==> src/rtl/theta_to_vector_rotator.sv <==
// theta_to_vector_rotator
// Rebuilds an N_DIM-element vector w from N_DIM-1 hyperspherical angles and a
// magnitude by issuing N_DIM-1 sequential rotations to a shared external
// CORDIC rotation core. Rotation k turns (cur, 0) by theta[k], walking from
// k = N_DIM-2 down to 0; the y result feeds the next rotation and the x
// result becomes w[k+1]. The last rotation yields w[0] and w[1].
//
// Optional build macro: THETA_ZERO_SKIP_EN
//   When defined, a zero angle bypasses the core. The rotation result is taken
//   as (cur, 0) in the issue cycle, which saves 1+L cycles per zero angle.
//   When undefined, every angle is sent through the core.
module theta_to_vector_rotator #(
    parameter int DATA_WIDTH  = 16,
    parameter int ANGLE_WIDTH = 16,
    parameter int N_DIM       = 7
) (
    input  logic                             clk,
    input  logic                             nreset,
    input  logic                             start,
    input  logic [(N_DIM-1)*ANGLE_WIDTH-1:0] theta_in_flat,
    input  logic [DATA_WIDTH-1:0]            r_in,
    input  logic [DATA_WIDTH-1:0]            cordic_xout,
    input  logic [DATA_WIDTH-1:0]            cordic_yout,
    input  logic                             cordic_op_vld,
    output logic                             cordic_nrst,
    output logic                             cordic_en,
    output logic [DATA_WIDTH-1:0]            cordic_xin,
    output logic [DATA_WIDTH-1:0]            cordic_yin,
    output logic [ANGLE_WIDTH-1:0]           cordic_angle_in,
    output logic [N_DIM*DATA_WIDTH-1:0]      w_out_flat,
    output logic                             busy,
    output logic                             done
);

    // Rotation index width; at least one bit even for the smallest legal N_DIM.
    localparam int K_W = ($clog2(N_DIM-1) > 1) ? $clog2(N_DIM-1) : 1;
    localparam logic [K_W-1:0] K_INIT = K_W'(N_DIM-2);

    typedef enum logic [1:0] {
        S_IDLE,
        S_ISSUE,
        S_WAIT,
        S_DONE
    } state_t;

    state_t                 state;
    logic [K_W-1:0]         k;
    logic [DATA_WIDTH-1:0]  cur;
    logic [ANGLE_WIDTH-1:0] theta_q [N_DIM-1];
    logic [DATA_WIDTH-1:0]  w_work  [N_DIM];

    // Rotation result for the current step and whether it is taken this cycle.
    logic                   take;
    logic                   last;
    logic [DATA_WIDTH-1:0]  res_x;
    logic [DATA_WIDTH-1:0]  res_y;

    // The core never rotates y here, so its y input is a constant zero.
    assign cordic_yin = '0;

    // Select where the rotation result comes from and when it is consumed.
    always_comb begin
        // NOTE: every signal gets a default first so no path leaves one unassigned, which would infer a latch.
        take  = 1'b0;
        res_x = cordic_xout;
        res_y = cordic_yout;
        last  = (k == '0);
        if (state == S_WAIT && cordic_op_vld) begin
            take = 1'b1;
        end
`ifdef THETA_ZERO_SKIP_EN
        // A zero-angle rotation is the identity: (cur, 0) stays (cur, 0).
        if (state == S_ISSUE && theta_q[k] == '0) begin
            take  = 1'b1;
            res_x = cur;
            res_y = '0;
        end
`endif
    end

    // Sequencer: latches the request, drives the core, collects results, publishes w.
    always_ff @(posedge clk or negedge nreset) begin
        if (!nreset) begin
            state           <= S_IDLE;
            k               <= '0;
            cur             <= '0;
            cordic_nrst     <= 1'b0;
            cordic_en       <= 1'b0;
            cordic_xin      <= '0;
            cordic_angle_in <= '0;
            w_out_flat      <= '0;
            busy            <= 1'b0;
            done            <= 1'b0;
            // NOTE: the angle copy and work vector are small register arrays, not RAM, so they are cleared with everything else.
            for (int j = 0; j < N_DIM-1; j++) begin
                theta_q[j] <= '0;
            end
            for (int i = 0; i < N_DIM; i++) begin
                w_work[i] <= '0;
            end
        end else begin
            // NOTE: non-blocking assignments throughout, so every register sees pre-edge values of the others.
            done <= 1'b0;
            if (take) begin
                // Store the rotation result and release the core for at least one cycle.
                for (int i = 0; i < N_DIM; i++) begin
                    if (last) begin
                        if (i == 0) w_work[i] <= res_x;
                        if (i == 1) w_work[i] <= res_y;
                    end else if (i == int'(k) + 1) begin
                        w_work[i] <= res_x;
                    end
                end
                if (!last) begin
                    cur <= res_y;
                end
                cordic_nrst <= 1'b0;
                cordic_en   <= 1'b0;
                if (last) begin
                    state <= S_DONE;
                end else begin
                    k     <= k - 1'b1;
                    state <= S_ISSUE;
                end
            end else begin
                case (state)
                    S_IDLE: begin
                        cordic_nrst <= 1'b0;
                        cordic_en   <= 1'b0;
                        if (start) begin
                            for (int j = 0; j < N_DIM-1; j++) begin
                                theta_q[j] <= theta_in_flat[j*ANGLE_WIDTH +: ANGLE_WIDTH];
                            end
                            cur   <= r_in;
                            k     <= K_INIT;
                            busy  <= 1'b1;
                            state <= S_ISSUE;
                        end
                    end
                    S_ISSUE: begin
                        cordic_nrst     <= 1'b1;
                        cordic_en       <= 1'b1;
                        cordic_xin      <= cur;
                        cordic_angle_in <= theta_q[k];
                        state           <= S_WAIT;
                    end
                    S_WAIT: begin
                        // Core inputs are held until the result is valid.
                    end
                    S_DONE: begin
                        for (int i = 0; i < N_DIM; i++) begin
                            w_out_flat[i*DATA_WIDTH +: DATA_WIDTH] <= w_work[i];
                        end
                        done  <= 1'b1;
                        busy  <= 1'b0;
                        state <= S_IDLE;
                    end
                    default: begin
                        state <= S_IDLE;
                    end
                endcase
            end
        end
    end

endmodule

==> config.mk <==
export PLATFORM = sky130hd
export DESIGN_NAME = theta_to_vector_rotator
export DESIGN_NICKNAME = d
export VERILOG_FILES = /design/src/rtl/theta_to_vector_rotator.sv
export SDC_FILE = /design/constraint.sdc
export NUM_CORES = 1
export LEC_CHECK = 0
export BUFFER_PORTS_ARGS = -buffer_cell sky130_fd_sc_hd__buf_4
export CAP_MARGIN = 10
export CORE_AREA = 2 2 204 206
export DETAILED_ROUTE_END_ITERATION = 7
export DIE_AREA = 0 0 206 208
export PLACE_DENSITY = 0.62
export SETUP_SLACK_MARGIN = 0.4
export SYNTH_ARGS = -nofsm -noshare
export SYNTH_HDL_FRONTEND = slang
export SYNTH_SLANG_ARGS = --single-unit
export TNS_END_PERCENT = 10
==> constraint.sdc <==
create_clock -name clk -period 4.33 [get_ports clk]
set_input_delay 0.2165 -clock clk [delete_from_list [all_inputs] [get_ports clk]]
set_output_delay 0.2165 -clock clk [all_outputs]
set_load 0.02 [all_outputs]
After elaboration in Yosys (flattened, before gate mapping)
Index checks and enable logic that the tools add are counted.
{"block": "totals", "regBits": 376, "memories": 0, "rom_bits": 0, "latch_bits": 0, "word_cells": 90, "ramBits": 0}
{"block": "op_classes", "addsub": 2, "muxes": 26, "mul": 0, "n_eq_ne": 12, "n_div": 0, "reduce_logical": 24, "bitwise": 3, "shift": 0, "order_cmp": 1}
{"operator": "16-bit 2-to-1 mux", "count": 10}
{"operator": "3-bit by 32-bit equality test with 1-bit output, first input constant", "count": 2}
{"operator": "4-bit by 32-bit equality test with 1-bit output, first input constant", "count": 2}
{"operator": "16-bit binary-select mux with 3-bit select", "count": 1}
{"operator": "2-bit by 32-bit equality test with 1-bit output, first input constant", "count": 1}
{"operator": "32-bit zero test", "count": 1}
{"operator": "3-bit AND reduction", "count": 8}
{"operator": "3-bit 2-to-1 mux", "count": 4}
{"operator": "2-bit AND reduction", "count": 5}
{"operator": "2-bit nonzero test", "count": 5}
{"operator": "2-bit 2-to-1 mux", "count": 3}
{"operator": "2-bit one-hot mux with 3 select lines", "count": 1}
{"operator": "1-bit 2-to-1 mux", "count": 5}
{"operator": "3-bit by 1-bit adder with 4-bit output, second input constant", "count": 1}
{"operator": "2-bit equality test, second input constant", "count": 2}
{"operator": "3-bit by 4-bit equality test with 1-bit output, first input constant", "count": 1}
{"operator": "4-bit greater-or-equal comparator, second input constant", "count": 1}
{"operator": "2-bit != test, second input constant", "count": 2}
{"operator": "3-bit inverter with 4-bit output", "count": 1}
{"operator": "1-bit one-hot mux with 2 select lines", "count": 2}
{"operator": "4-bit nonzero test", "count": 1}
{"operator": "3-bit zero test", "count": 1}
{"operator": "3-bit != test, second input constant", "count": 1}
{"operator": "3-bit nonzero test", "count": 1}
{"operator": "5 further kinds", "count": 6}

Longest topological paths before layout
Gate-level depths: netlist of run 1.
{"block": "logic_depth", "depth_word": 5, "ltp_mapped": 11, "depth_no_buf": 6}

Worst setup path after synthesis of run 1
Ideal clock, no wire load.
{"block": "synth_path", "path_type": "flip-flop to flip-flop", "from": "register k[0]", "to": "register w_work[53] (netlist name)", "setup_ns": 0.125, "t_required_ns": 4.205, "t_arrival_ns": 2.490, "stages_incl_launch_ff": 12, "slack_ns": 1.716, "cell_sequence": "dfrtp_1 > buf_4 > buf_2 > buf_2 > inv_1 > ha_1 > nand2b_1 > buf_2 > nand3_1 > nor2_2 > buf_4 > mux2_2"}
{"block": "synth_via", "elab_chain_cells": 3, "elab_cells_between_ends": 5, "classes_between": "add/sub: 1; eq/ne: 1; bitwise: 1; reduce/logical: 2"}
{"item": "from (decl)", "line_no": "47", "source": "logic [K_W-1:0] k;"}
{"item": "from (signal assigned)", "line_no": "122", "source": "k <= k - 1'b1;"}
{"item": "3-bit by 1-bit adder with 4-bit output / 3-bit zero test (equally long branches)", "line_no": "110, 67"}
{"item": "3-bit by 32-bit equality test with 1-bit output / 1-bit inverter (equally long branches)"}
{"item": "3-bit AND reduction (no source line) (*)"}
{"item": "to (signal, indexed assignment)", "line_no": "108", "source": "if (i == 0) w_work[i] <= res_x;"}
{"item": "to (signal, indexed assignment)", "line_no": "109", "source": "if (i == 1) w_work[i] <= res_y;"}
{"item": "to (signal, indexed assignment)", "line_no": "111", "source": "w_work[i] <= res_x;"}
{"item": "to (decl)", "line_no": "50", "source": "logic [DATA_WIDTH-1:0] w_work [N_DIM];"}
Every way passes the cells marked *; elsewhere a longest branch is shown, timed or not.
A chain may end at the register's enable or synchronous reset.

Final worst setup path of run 1
{"block": "layout_path", "from": "register k[1]", "to": "register cur[0]"}
{"block": "layout_via", "elab_chain_cells": 3}
{"item": "3-bit zero test", "line_no": "67", "source": "last = (k == '0);"}
{"item": "2-bit != test (no source line)"}
{"item": "3-bit AND reduction (no source line)"}
{"item": "to (signal assigned)", "line_no": "115", "source": "cur <= res_y;"}
{"item": "to (signal assigned)", "line_no": "134", "source": "cur <= r_in;"}
{"item": "to (decl)", "line_no": "48", "source": "logic [DATA_WIDTH-1:0] cur;"}
Every way passes these cells.

==> results.md, run 1 <==
- Reg2reg end: cur[0]
- Largest stage delay on the critical path: slightly below 700 ps
- Maximum fanout along the worst path: 24
- Placeable Area: roughly 0.04 mm^2
- Last element of the critical path: cur[0]
- Worst clock skew on the final layout: 22.0 ps
- Commonest cells after routing, fill and taps aside: 375 x sky130_fd_sc_hd__dfrtp_1, 363 x sky130_fd_sc_hd__nand2_1, 309 x sky130_fd_sc_hd__buf_4
- Worst-path cell chain: buf_4 -> inv_1 -> ha_1 -> nor2b_1 -> buf_4 -> o21ai_2 -> buf_4 -> nor2_1 -> a31oi_1 -> dlygate4sd3_1
- Post-layout worst setup margin: roughly 1100 ps
- Synthesized instance count: around 1200
- Worst reg-to-reg path cell count: 10
- Number of cells on the critical path: 10
- Area delta synth->final: 36.9%
- Sequential share of power: about two fifths
- Number of buffers on the longest clock path: 3
- Die footprint: 0.0428 mm^2
- CTS Sinks: around 380
- Ratio of cells with drive above 1 in the final layout: about 37%
- Maxcap violations: 0
- Maximum number of pins on one net before global-route repair: 122
- Post-detailed-placement half-perimeter wirelength: around 27 mm
- Total length of routed wires: 41.1 mm
- Number of antenna violations at the first check in global routing: 0
- F_max: 0.309 GHz
- Number of stages on the worst hold path: 3
- Number of enable-type register cells in the synthesized netlist: 0
- Run status: completed
- Final-stage net count: between 1500 and 2000
- Number of buffers inserted during clock tree synthesis: 41
- Top_reg_cell synth: sky130_fd_sc_hd__dfrtp_1
- Cell-internal power: between 9 and 10 mW
- Hold crit path type: in2reg
- Total via count in the routed design: between 10000 and 15000
- Startpoint of the worst setup timing path: k[1]
- Total power: 14.5 mW
- Proportion of synthesized chip area in sequential cells: approximately three fifths
- Height of the die: approximately 210 um
- Total DRC errors in the routed layout: 0
- Switch share: around a third
- Yosys Warn Count: 0
- Placement Cell Area: ~0.018 mm^2
- Width of the die: 206 um
- Fin area: 0.0208 mm^2
- Total negative setup slack: 0 ps
- Average instance area after synthesis: around 12 um^2
- Final count of negative-setup-slack endpoints: 0
- Family of cells with the greatest summed delay on the critical path: buffers and inverters
- Number of rows created at floorplan: 74
- Clock-pin slew of the registers on the worst-case setup and hold paths: roughly 60 ps
- Global-route wire length before repair: about 64 mm
- Unrepaired setup endpoints after global routing: false
- Relative slew margins: between 20 and 25%
- Required time of the critical path: approximately 4800 ps
- Via density per instance: 4.80
- Dominant combinational cell family by area after synthesis: multiplexers
- Number of buffers added on ports: roughly 300
- Routed length on met2: 20.2 mm
- Starting utilization of the core area: a little under two fifths
- P per Cell Area: a little under 700 mW/mm^2
- Post-synthesis share of cell area spent on and, or, nand and nor gates: between 10% and 20%
- Switching Power: a little under 5 mW
- Highest metal layer used by the detailed router: met4
- Share of power burned in combinational logic: approximately 37%
- Routed wire length per instance: approximately 18 um
- Clock latency on the worst-skew pair: between 500 and 600 ps
- Final cell count without fillers: ~2200
- Boundary pin count: 312
- Adder-cell share of the synthesized area: less than 1%
- Sum of overflow across all layers after global routing: 0
- CP startpoint kind: flop
- Data arrival time at the worst-slack endpoint: approximately 3700 ps
- CTS tree: built
- Vias in the first global route: approximately 11000
- Worst vdd rail ir drop: slightly above 400 uV
- Number of buffers added for setup after CTS: 0
- Startpoint-to-endpoint class of the critical path: reg2reg
- Seq cells post-synth: 376
- Synth Cell Area: between 0.015 and 0.02 mm^2
- Transition time at the pin with the least slew margin: ~1200 ps
- Critical register-to-register path startpoint: k[1]
- LEAKAGE: approximately 10 nW
- Final hold vios: 0
- Total GRT Usage: between 10% and 20%
- Post-route minimum period: 3240 ps
- Remaining antenna violation count after routing: 0
- Most common cell after layout, fill and taps aside: sky130_fd_sc_hd__dfrtp_1
- Reg-to-reg slack, setup: ~1100 ps
- Met1 WL: 17.4 mm
- Global placer's final weighted congestion: 0.809
- Instance count after placement with tap cells included: between 2000 and 2500
- Number of violations reported at the end of detailed-routing iteration 0: roughly 520
- Post-place setup slack: 1110 ps
- Worst path slowest cell: sky130_fd_sc_hd__o21ai_2
- Crit. End Element: flop
- Fin crit share: ~75%
- Portion of total power attributed to the clock network: 23.9%
- Buffers & Inverters on Critical Path: 5
- WL met3: 2.44 mm
- Post-synthesis share of cell area spent on xor and xnor gates: 0%
- Number of library cell types mapped by synthesis: 33
- Final Slew Violations: 0
- Compound-cell area share of the yosys netlist: between 3 and 4%
- Number of detailed-route iterations in the first pass: 5
- Fraction of registers with async set/reset: 100%
- Number of levels the H-tree was split into: 2
- Share of synthesized area spent on multiplexers: between 20% and 30%
- CTS root buf: sky130_fd_sc_hd__clkbuf_16
- Cell seen most often among critical-path stages: sky130_fd_sc_hd__buf_4
cells by family after synthesis:
group | Yosys count
fa+ha+maj | 6
flops | 376
compound gates | 76
buf+inv | 92
other cells | 1
simple gates | 434
mux | 256
per-stage QoR:
step           utilization [%]  hold WS (ps)
6_report                  51.4          18.7
5_1_grt                   51.4          7.47
4_1_cts                   51.4          1.71
3_5_place_dp              44.1           343
3_3_place_gp              44.1           337
2_1_floorplan                -         -79.1
power groups by stage:
stage / Clock, mW / Sequential (mW) / Combinational, mW
global placement: 0 / 5.74 / 4.95
floorplan: 0 / 6.17 / 2.71
finish: 3.45 / 5.74 / 5.28
global route: 3.70 / 5.91 / 5.77
detailed placement: 0 / 5.79 / 5.05
CTS: 3.54 / 5.74 / 5.33
synth_stat cells, types with 2 or more instances:
cell type                  count  area share, %
sky130_fd_sc_hd__nor3b_1       2          0.099
sky130_fd_sc_hd__nand3_1       6           0.20
sky130_fd_sc_hd__nor2_2        2          0.082
sky130_fd_sc_hd__buf_2        20           0.66
sky130_fd_sc_hd__nand2_1     364            9.0
sky130_fd_sc_hd__buf_6         4           0.30
sky130_fd_sc_hd__mux2_4       10           0.99
sky130_fd_sc_hd__o21ai_2       2           0.12
sky130_fd_sc_hd__nor2_1       53            1.3
sky130_fd_sc_hd__nor2b_1       2          0.082
sky130_fd_sc_hd__mux4_2       16            2.4
sky130_fd_sc_hd__a22oi_1      16           0.79
sky130_fd_sc_hd__a21oi_2       2           0.12
sky130_fd_sc_hd__buf_1         2          0.049
sky130_fd_sc_hd__mux2_2      230             17
sky130_fd_sc_hd__clkbuf_1     38           0.94
sky130_fd_sc_hd__inv_1         5           0.12
sky130_fd_sc_hd__ha_1          6           0.49
sky130_fd_sc_hd__a31oi_1      33            1.4
sky130_fd_sc_hd__buf_4        22            1.1
sky130_fd_sc_hd__dfrtp_1     376             62
sky130_fd_sc_hd__a21oi_1      19           0.62
how the worst min path moves through the flow:
stage | end | startpoint
2_1_floorplan | busy | nreset
3_3_place_gp | theta_q[22] | nreset
3_5_place_dp | theta_q[22] | nreset
4_1_cts | w_work[1] | cordic_xout[1]
5_1_grt | w_work[29] | cordic_xout[13]
6_report | w_work[93] | cordic_xout[13]
tightest hold or removal path: stages:
cell and delay, ps:
sky130_fd_sc_hd__buf_4 160, sky130_fd_sc_hd__nand2_1 70, sky130_fd_sc_hd__a31oi_1 80
sequential cells by signal (all words and copies together), names as in the netlist:
register	cells
w_out_flat	112
w_work	112
theta_q	96
cordic_angle_in	16
cordic_xin	16
cur	16
k	3
state	2
busy	1
cordic_en	1
done	1
per-layer routing:
metal,track usage [%],vias up
met5,0,-
met2,32.5,291
met3,4.31,68
li1,-,5030
met1,24.9,5409
met4,6.16,0
layout make-up:
| type | instances | area (um^2) |
|---|---|---|
| multi-input cells | 788 | 5410 |
| inverters | 6 | 22.5 |
| clock buffers | 59 | 1200 |
| clock inverters | 12 | 140 |
| diodes | 2 | 5.00 |
| flip-flops and latches | 376 | 9410 |
| well taps | 532 | 666 |
| fillers | 3463 | 19700 |
| repair buffers | 474 | 3990 |
repair_timing:
| item | in CTS | in global routing |
|---|---|---|
| hold buffers | 163 | 0 |
| gates resized for setup | 0 | 0 |
| endpoints found under the hold margin | 288 | 0 |
Power figures use the tool's default switching activity.
==> inputs of run 2 (changes only) <==
ABC_AREA = 1   (was unset)
CORE_AREA = 2 2 210 212   (was 2 2 204 206)
DIE_AREA = 0 0 212 214   (was 0 0 206 208)
clock period = 3.35 ns   (was 4.33 ns; I/O delays follow)
==> run 2 against run 1 <==
  * Non-clock buffer count fell by 20
  * Worst hold slack better by 25 ps
  * Via count up 31%
  * Critical path depth down 5
  * Design area grew 3.3%
  * Register-to-register slack worse by 160 ps
  * Worst setup slack worse by 160 ps
  * Synthesized area up 6.1%
  * Largest cell class unchanged
  * Highest routed layer is now met5
  * Clock-buffer cell count fell by 1
  * First-iteration DRC count increased to 2.5 times the previous value
==> results.md, run 2 <==
- LEAKAGE: 11.7 nW
- Unrepaired setup endpoints after global routing: false
- Post-synthesis share of cell area spent on xor and xnor gates: 0.0542%
- Post-detailed-placement half-perimeter wirelength: around 31 mm
- F_max: 0.414 GHz
- Remaining antenna violation count after routing: 0
- Instance count after placement with tap cells included: between 2000 and 3000
- Area of the multi-input gates: about 0.0056 mm^2
- Height of the die: around 210 um
- Proportion of synthesized chip area in sequential cells: between 50 and 60%
- Sum of overflow across all layers after global routing: 0
- Final hold vios: 0
- Final count of negative-setup-slack endpoints: 0
- Antenna diode count: 0
- Hold_ws: ~44 ps
- Crit. End Element: flop
- CTS root buf: sky130_fd_sc_hd__clkbuf_16
- Number of rows created at floorplan: 76
- Maximum fanout along the worst path: 42
- Number of violations reported at the end of detailed-routing iteration 0: between 1000 and 1500
- Vias in the first global route: ~14000
- Hold crit path type: in2reg
- Number of library cell types mapped by synthesis: 29
- Post-synthesis share of cell area spent on and, or, nand and nor gates: roughly 29%
- Dominant combinational cell family by area after synthesis: simple AND/OR/NAND/NOR gates
- Startpoint-to-endpoint class of the critical path: reg2reg
- Top cells by count, synth: 841 x sky130_fd_sc_hd__nand2_1, 376 x sky130_fd_sc_hd__dfrtp_1, 138 x sky130_fd_sc_hd__inv_1
- Worst vdd rail ir drop: about 430 uV
- Number of buffers on the longest clock path: 3
- Share of synthesized area spent on multiplexers: 0%
- Average instance area after synthesis: ~8.3 um^2
- Final cell count without fillers: just under 3000
- Register area: 0.00941 mm^2
- Fill count: between 4000 and 5000
- Number of levels the H-tree was split into: 2
- Data arrival time at the worst-slack endpoint: ~2900 ps
- Commonest cells after routing, fill and taps aside: 840 x sky130_fd_sc_hd__nand2_1, 375 x sky130_fd_sc_hd__dfrtp_1, 313 x sky130_fd_sc_hd__buf_4
- P per Cell Area: 917 mW/mm^2
- Dominant cell type by area after synthesis: sky130_fd_sc_hd__dfrtp_1
- Seq cells post-synth: between 300 and 400
- Placement Cell Area: about 0.019 mm^2
- Fraction of registers with async set/reset: 100%
- Clock latency on the worst-skew pair: ~560 ps
- Boundary pin count: ~310
- Number of hold-repair buffers added at the cts stage: approximately 140
- Worst clock skew on the final layout: 25.9 ps
- Starting utilization of the core area: a little under two fifths
- Clock-pin slew of the registers on the worst-case setup and hold paths: around 60 ps
- Cell with the most instances after synthesis: sky130_fd_sc_hd__nand2_1
- Ratio of cells with drive above 1 in the final layout: ~18%
- Post-route minimum period: between 2000 and 2500 ps
- Total via count in the routed design: roughly 14000
- Run status: completed
- Global placer's final weighted congestion: about 0.86
- Transition time at the pin with the least slew margin: ~1000 ps
- Total DRC errors in the routed layout: 0
- Quantity of gates resized following cts: 0
- Number of buffers inserted during clock tree synthesis: 42
- Global-route wire length before repair: 76.2 mm
- Via density per instance: ~4.8
- Number of antenna violations at the first check in global routing: 2
- Number of detailed-route iterations in the first pass: 5
- CP startpoint kind: flop
- Number of enable-type register cells in the synthesized netlist: 0
- Total GRT Usage: a little over a fifth
- Adder-cell share of the synthesized area: less than 1%
- Leading post-synthesis cells by cell area: sky130_fd_sc_hd__dfrtp_1 58%, sky130_fd_sc_hd__nand2_1 20%, sky130_fd_sc_hd__a21oi_1 3.5%
- CTS tree: built
- Final Slew Violations: 0
- Maximum number of pins on one net before global-route repair: 139
- CTS Sinks: between 300 and 400
- Most common cell after layout, fill and taps aside: sky130_fd_sc_hd__nand2_1
- Placeable Area: about 0.043 mm^2
- Width of the die: ~210 um
- Compound-cell area share of the yosys netlist: ~5.0%
- Final-stage net count: 2478
- Top Registers: w_out_flat x112, w_work x112, theta_q x96
- Area delta synth->final: 33.3%
- Die footprint: between 0.04 and 0.05 mm^2
- Maxcap violations: 0
- Yosys Warn Count: 0
- Total length of routed wires: 48.4 mm
- Synth Cell Area: 0.0162 mm^2
- Routed wire length per instance: 16.5 um
- Total negative setup slack: 0 ps
- Synthesized instance count: 1943
- Top_reg_cell synth: sky130_fd_sc_hd__dfrtp_1
- Fin area: 0.0215 mm^2
- Number of buffers added on ports: 295
- Relative slew margins: 32.2%
- Share of the synthesized area in the top cell type: between 50% and 60%
- Number of buffers added for setup after CTS: 0
- Required time of the critical path: 3780 ps
- Fin crit share: roughly 72%
[run 2: cell types whose count changed after synthesis, sizes merged, moves of 43 or more]
cell,before,now
nand2,364,845
inv,6,143
a21oi,21,113
o21ai,3,46
nand4,0,80
nor2,55,120
nand3,6,74
mux2,240,0
[run 2: cell type report]
cell class                 count  area share (%)
clock buffer                  58            5.72
multi-input combinational   1304            26.1
sequential                   376            43.7
tap                          585            3.40
clock inverter                14           0.860
inverter                     146            2.55
timing repair buffer         454            17.7
[run 2: cell families after synthesis]
family | Yosys count
buffers and inverters | 278
xor gates and xnor gates | 1
adders and majority gates | 6
other | 1
AOI/OAI and AO/OA | 160
and+or+nand+nor | 1121
DFF | 376
[run 2: path summary, 6_finish.rpt]
| kind | start | endpoint | slack (ps) | cells past startpoint |
|---|---|---|---|---|
| hold / removal | cordic_yout[11] | w_work[91] | 40 | 5 |
| hold reg to reg | w_work[14] | w_out_flat[110] | 460 | 2 |
| setup reg to reg | state[1] | w_work[76] | 930 | 5 |
| setup / recovery | state[1] | w_work[76] | 930 | 5 |
| min in group asynchronous | nreset | w_out_flat[83] | 220 | 2 |
| max in group asynchronous | nreset | w_out_flat[38] | 2160 | 3 |
[run 2: metrics by stage]
| stage | power (mW) | worst slack (ps) | util, % |
|---|---|---|---|
| floorplan | 12.2 | 973 | - |
| global placement | 14.8 | 1040 | 43.8 |
| detailed placement | 15.0 | 962 | 43.8 |
| CTS | 19.9 | 937 | 50.2 |
| global route | 21.2 | 670 | 50.2 |
| finish | 19.8 | 933 | 50.2 |
[run 2: metal layers]
metal / vias up / wire, um / track usage (%)
li1: 6784 / - / -
met1: 6738 / 21500 / 29.3
met2: 481 / 22000 / 33.0
met3: 89 / 3840 / 6.41
met4: 4 / 1060 / 5.66
met5: - / 25 / 0
[run 2: critical path: stages, from the launching register on]
cell                      delay, ps
sky130_fd_sc_hd__dfrtp_1        560
sky130_fd_sc_hd__nand3_4        430
sky130_fd_sc_hd__nor2_8         660
sky130_fd_sc_hd__nand3_2        410
sky130_fd_sc_hd__nand2_1        160
sky130_fd_sc_hd__nand2_1         70
[run 2: report_power, final]
part	internal (mW)	leakage [nW]	total [mW]	switching [mW]
registers	6.53	4.67	7.59	1.06
logic	2.63	6.35	7.42	4.79
clock network	2.87	0.693	4.75	1.87
total	12.0	11.7	19.8	7.72
==> inputs of run 3 (changes only) <==
PLACE_DENSITY = 0.64   (was 0.62)
clock period = 2 ns   (was 3.35 ns; I/O delays follow)
==> run 3 against run 2 <==
  * Clock power grew 71%
  * Clock skew shrank 13 ps
  * Die area is the same
  * Worst hold slack gained 0.78 ps
  * Clock-buffer cell count shrank 3
  * Fmax grew 37%
  * Sequential power grew 67%
  * Sequential cell count is the same
  * First-iteration DRC count grew 11%
  * Global-route usage grew 1.5 points
  * Combinational power grew 100%
  * Core utilization grew 3.5 points
  * Critical path type unchanged
==> results.md, run 3 (same netlist as run 2, synthesis figures left out) <==
- Placeable Area: approximately 0.043 mm^2
- Fin area: roughly 0.023 mm^2
- Most common cell after layout, fill and taps aside: sky130_fd_sc_hd__nand2_1
- Global-route wire length before repair: between 80 and 90 mm
- Worst vdd rail ir drop: 786 uV
- Number of buffers added on ports: between 200 and 300
- Crit. End Element: flop
- Maxcap violations: 0
- Clock-pin slew of the registers on the worst-case setup and hold paths: roughly 60 ps
- Most heavily used metal layer in global routing: met2
- Remaining antenna violation count after routing: 0
- Ratio of cells with drive above 1 in the final layout: about 22%
- CTS tree: built
- Number of buffers on the longest clock path: 3
- Post-place setup slack: -123 ps
- P per Cell Area: 1560 mW/mm^2
- Post-route minimum period: approximately 1800 ps
- Grt met3 use: approximately 5%
- CP startpoint kind: flop
- Data arrival time at the worst-slack endpoint: 2290 ps
- Transition time at the pin with the least slew margin: between 600 and 700 ps
- Cell seen most often among critical-path stages: sky130_fd_sc_hd__nand2_1
- Met2 track utilization from global routing: between 30% and 40%
- Starting utilization of the core area: 37.7%
- Placement Cell Area: approximately 0.019 mm^2
- Final hold vios: 0
- Via density per instance: about 4.9
- Maximum number of pins on one net before global-route repair: about 110
- Width of the die: about 210 um
- Final cell count without fillers: around 3000
- Final-stage net count: about 2600
- Total via count in the routed design: about 15000
- Total GRT Usage: 22.9%
- Number of levels the H-tree was split into: 2
- Hold crit path type: in2async
- Worst-path cell chain: clkinv_8 -> ha_4 -> inv_4 -> nor2_4 -> clkinvlp_4 -> clkbuf_16 -> o21ai_0 -> nand2_1 -> nand2_1
- Maximum fanout along the worst path: 7
- Final Slew Violations: 0
- Boundary pin count: ~310
- LEAKAGE: about 12 nW
- Area delta synth->final: 42.6%
- Number of violations reported at the end of detailed-routing iteration 0: approximately 1500
- Instance count after placement with tap cells included: 2746
- Post-detailed-placement half-perimeter wirelength: approximately 32 mm
- Fin crit share: just under 90%
- Family of cells with the greatest summed delay on the critical path: buffers and inverters
- Total negative setup slack: 0 ps
- Largest stage delay on the critical path: 470 ps
- Routed wire length per instance: around 18 um
- Number of rows created at floorplan: 76
- Global placer's final weighted congestion: roughly 0.84
- CTS Sinks: between 300 and 400
- Number of detailed-route iterations in the first pass: 6
- Top Registers: w_out_flat x112, w_work x112, theta_q x96
- Height of the die: about 210 um
- Sum of overflow across all layers after global routing: 0
- Worst path slowest cell: sky130_fd_sc_hd__dfrtp_2
- Die footprint: ~0.045 mm^2
- M1 GR Usage: between 30% and 40%
- F_max: ~0.57 GHz
- Unrepaired setup endpoints after global routing: true
- Number of antenna violations at the first check in global routing: 4
- Startpoint-to-endpoint class of the critical path: reg2reg
- Run status: completed
- Post-layout worst setup margin: around 230 ps
- Required time of the critical path: ~2500 ps
- Number of buffers inserted during clock tree synthesis: 42
- Vias in the first global route: between 10000 and 15000
- Clock latency on the worst-skew pair: 580 ps
- Total DRC errors in the routed layout: 0
- Buffers & Inverters on Critical Path: 4
- CTS root buf: sky130_fd_sc_hd__clkbuf_16
- Commonest cells after routing, fill and taps aside: 820 x sky130_fd_sc_hd__nand2_1, 374 x sky130_fd_sc_hd__dfrtp_1, 350 x sky130_fd_sc_hd__buf_4
- Total length of routed wires: ~55 mm
- Final count of negative-setup-slack endpoints: 0
- Worst clock skew on the final layout: ~13 ps
- Relative slew margins: between 50% and 60%
-- run 3: cell types whose count changed in the layout (fill, tap and decap cells not counted), sizes merged --
cell | before | now
clkinvlp | 3 | 5
inv | 145 | 144
diode | 0 | 2
dlygate4sd3 | 135 | 146
clkinv | 8 | 17
nor2 | 120 | 121
clkbuf | 58 | 64
nand3 | 74 | 78
buf | 319 | 392
-- run 3: cell type report --
type	count	area [um^2]
diodes	2	5.00
clock buffers	55	1190
repair buffers	547	4990
fillers	3855	19800
well taps	585	732
clock inverters	23	274
repair inverters	1	7.51
inverters	146	576
multi-input cells	1309	5860
flip-flops and latches	376	9410
-- run 3: power breakdown --
group,total (mW),switching [mW],internal (mW),leakage [nW]
registers,12.7,1.81,10.9,4.66
logic,15.1,9.05,6.02,7.00
clock network,8.12,3.35,4.77,0.721
-- run 3: worst paths after layout --
| path | endpoint | slack, ps | startpoint | depth (start not counted) |
|---|---|---|---|---|
| worst max register to register | w_work[90] | 230 | k[1] | 9 |
| worst min-delay path | w_work[45] | 40 | nreset | 2 |
| worst min register to register | w_out_flat[12] | 470 | w_work[108] | 2 |
| worst max-delay path | w_work[90] | 230 | k[1] | 9 |
| max in group asynchronous | cordic_xin[0] | 1140 | nreset | 3 |
| min in group clk | state[0] | 140 | cordic_op_vld | 4 |
-- run 3: what timing repair did --
item                                    4_1_cts  5_1_grt
gates cloned                                  5       18
buffers inserted                             13       36
endpoints found under the setup margin      217      229
hold buffers                                146        0
hold endpoints to repair                    601        0
pin swaps                                    13       15
resized for setup                            29       61
-- run 3: per-layer routing --
metal	wire (um)	up-vias
met4	1680	6
li1	-	7011
met5	41	-
met1	22500	7166
met2	25900	644
met3	4580	122
-- run 3: per-stage QoR --
step                      power, mW  hold slack (ps)  utilization (%)
after floorplan                20.6             -196                -
after global placement         25.3             72.1             44.5
after detailed placement       25.7             77.2             44.5
after CTS                      34.5             43.7             51.9
after global routing           38.3             73.2             53.7
final                          35.9             44.6             53.8
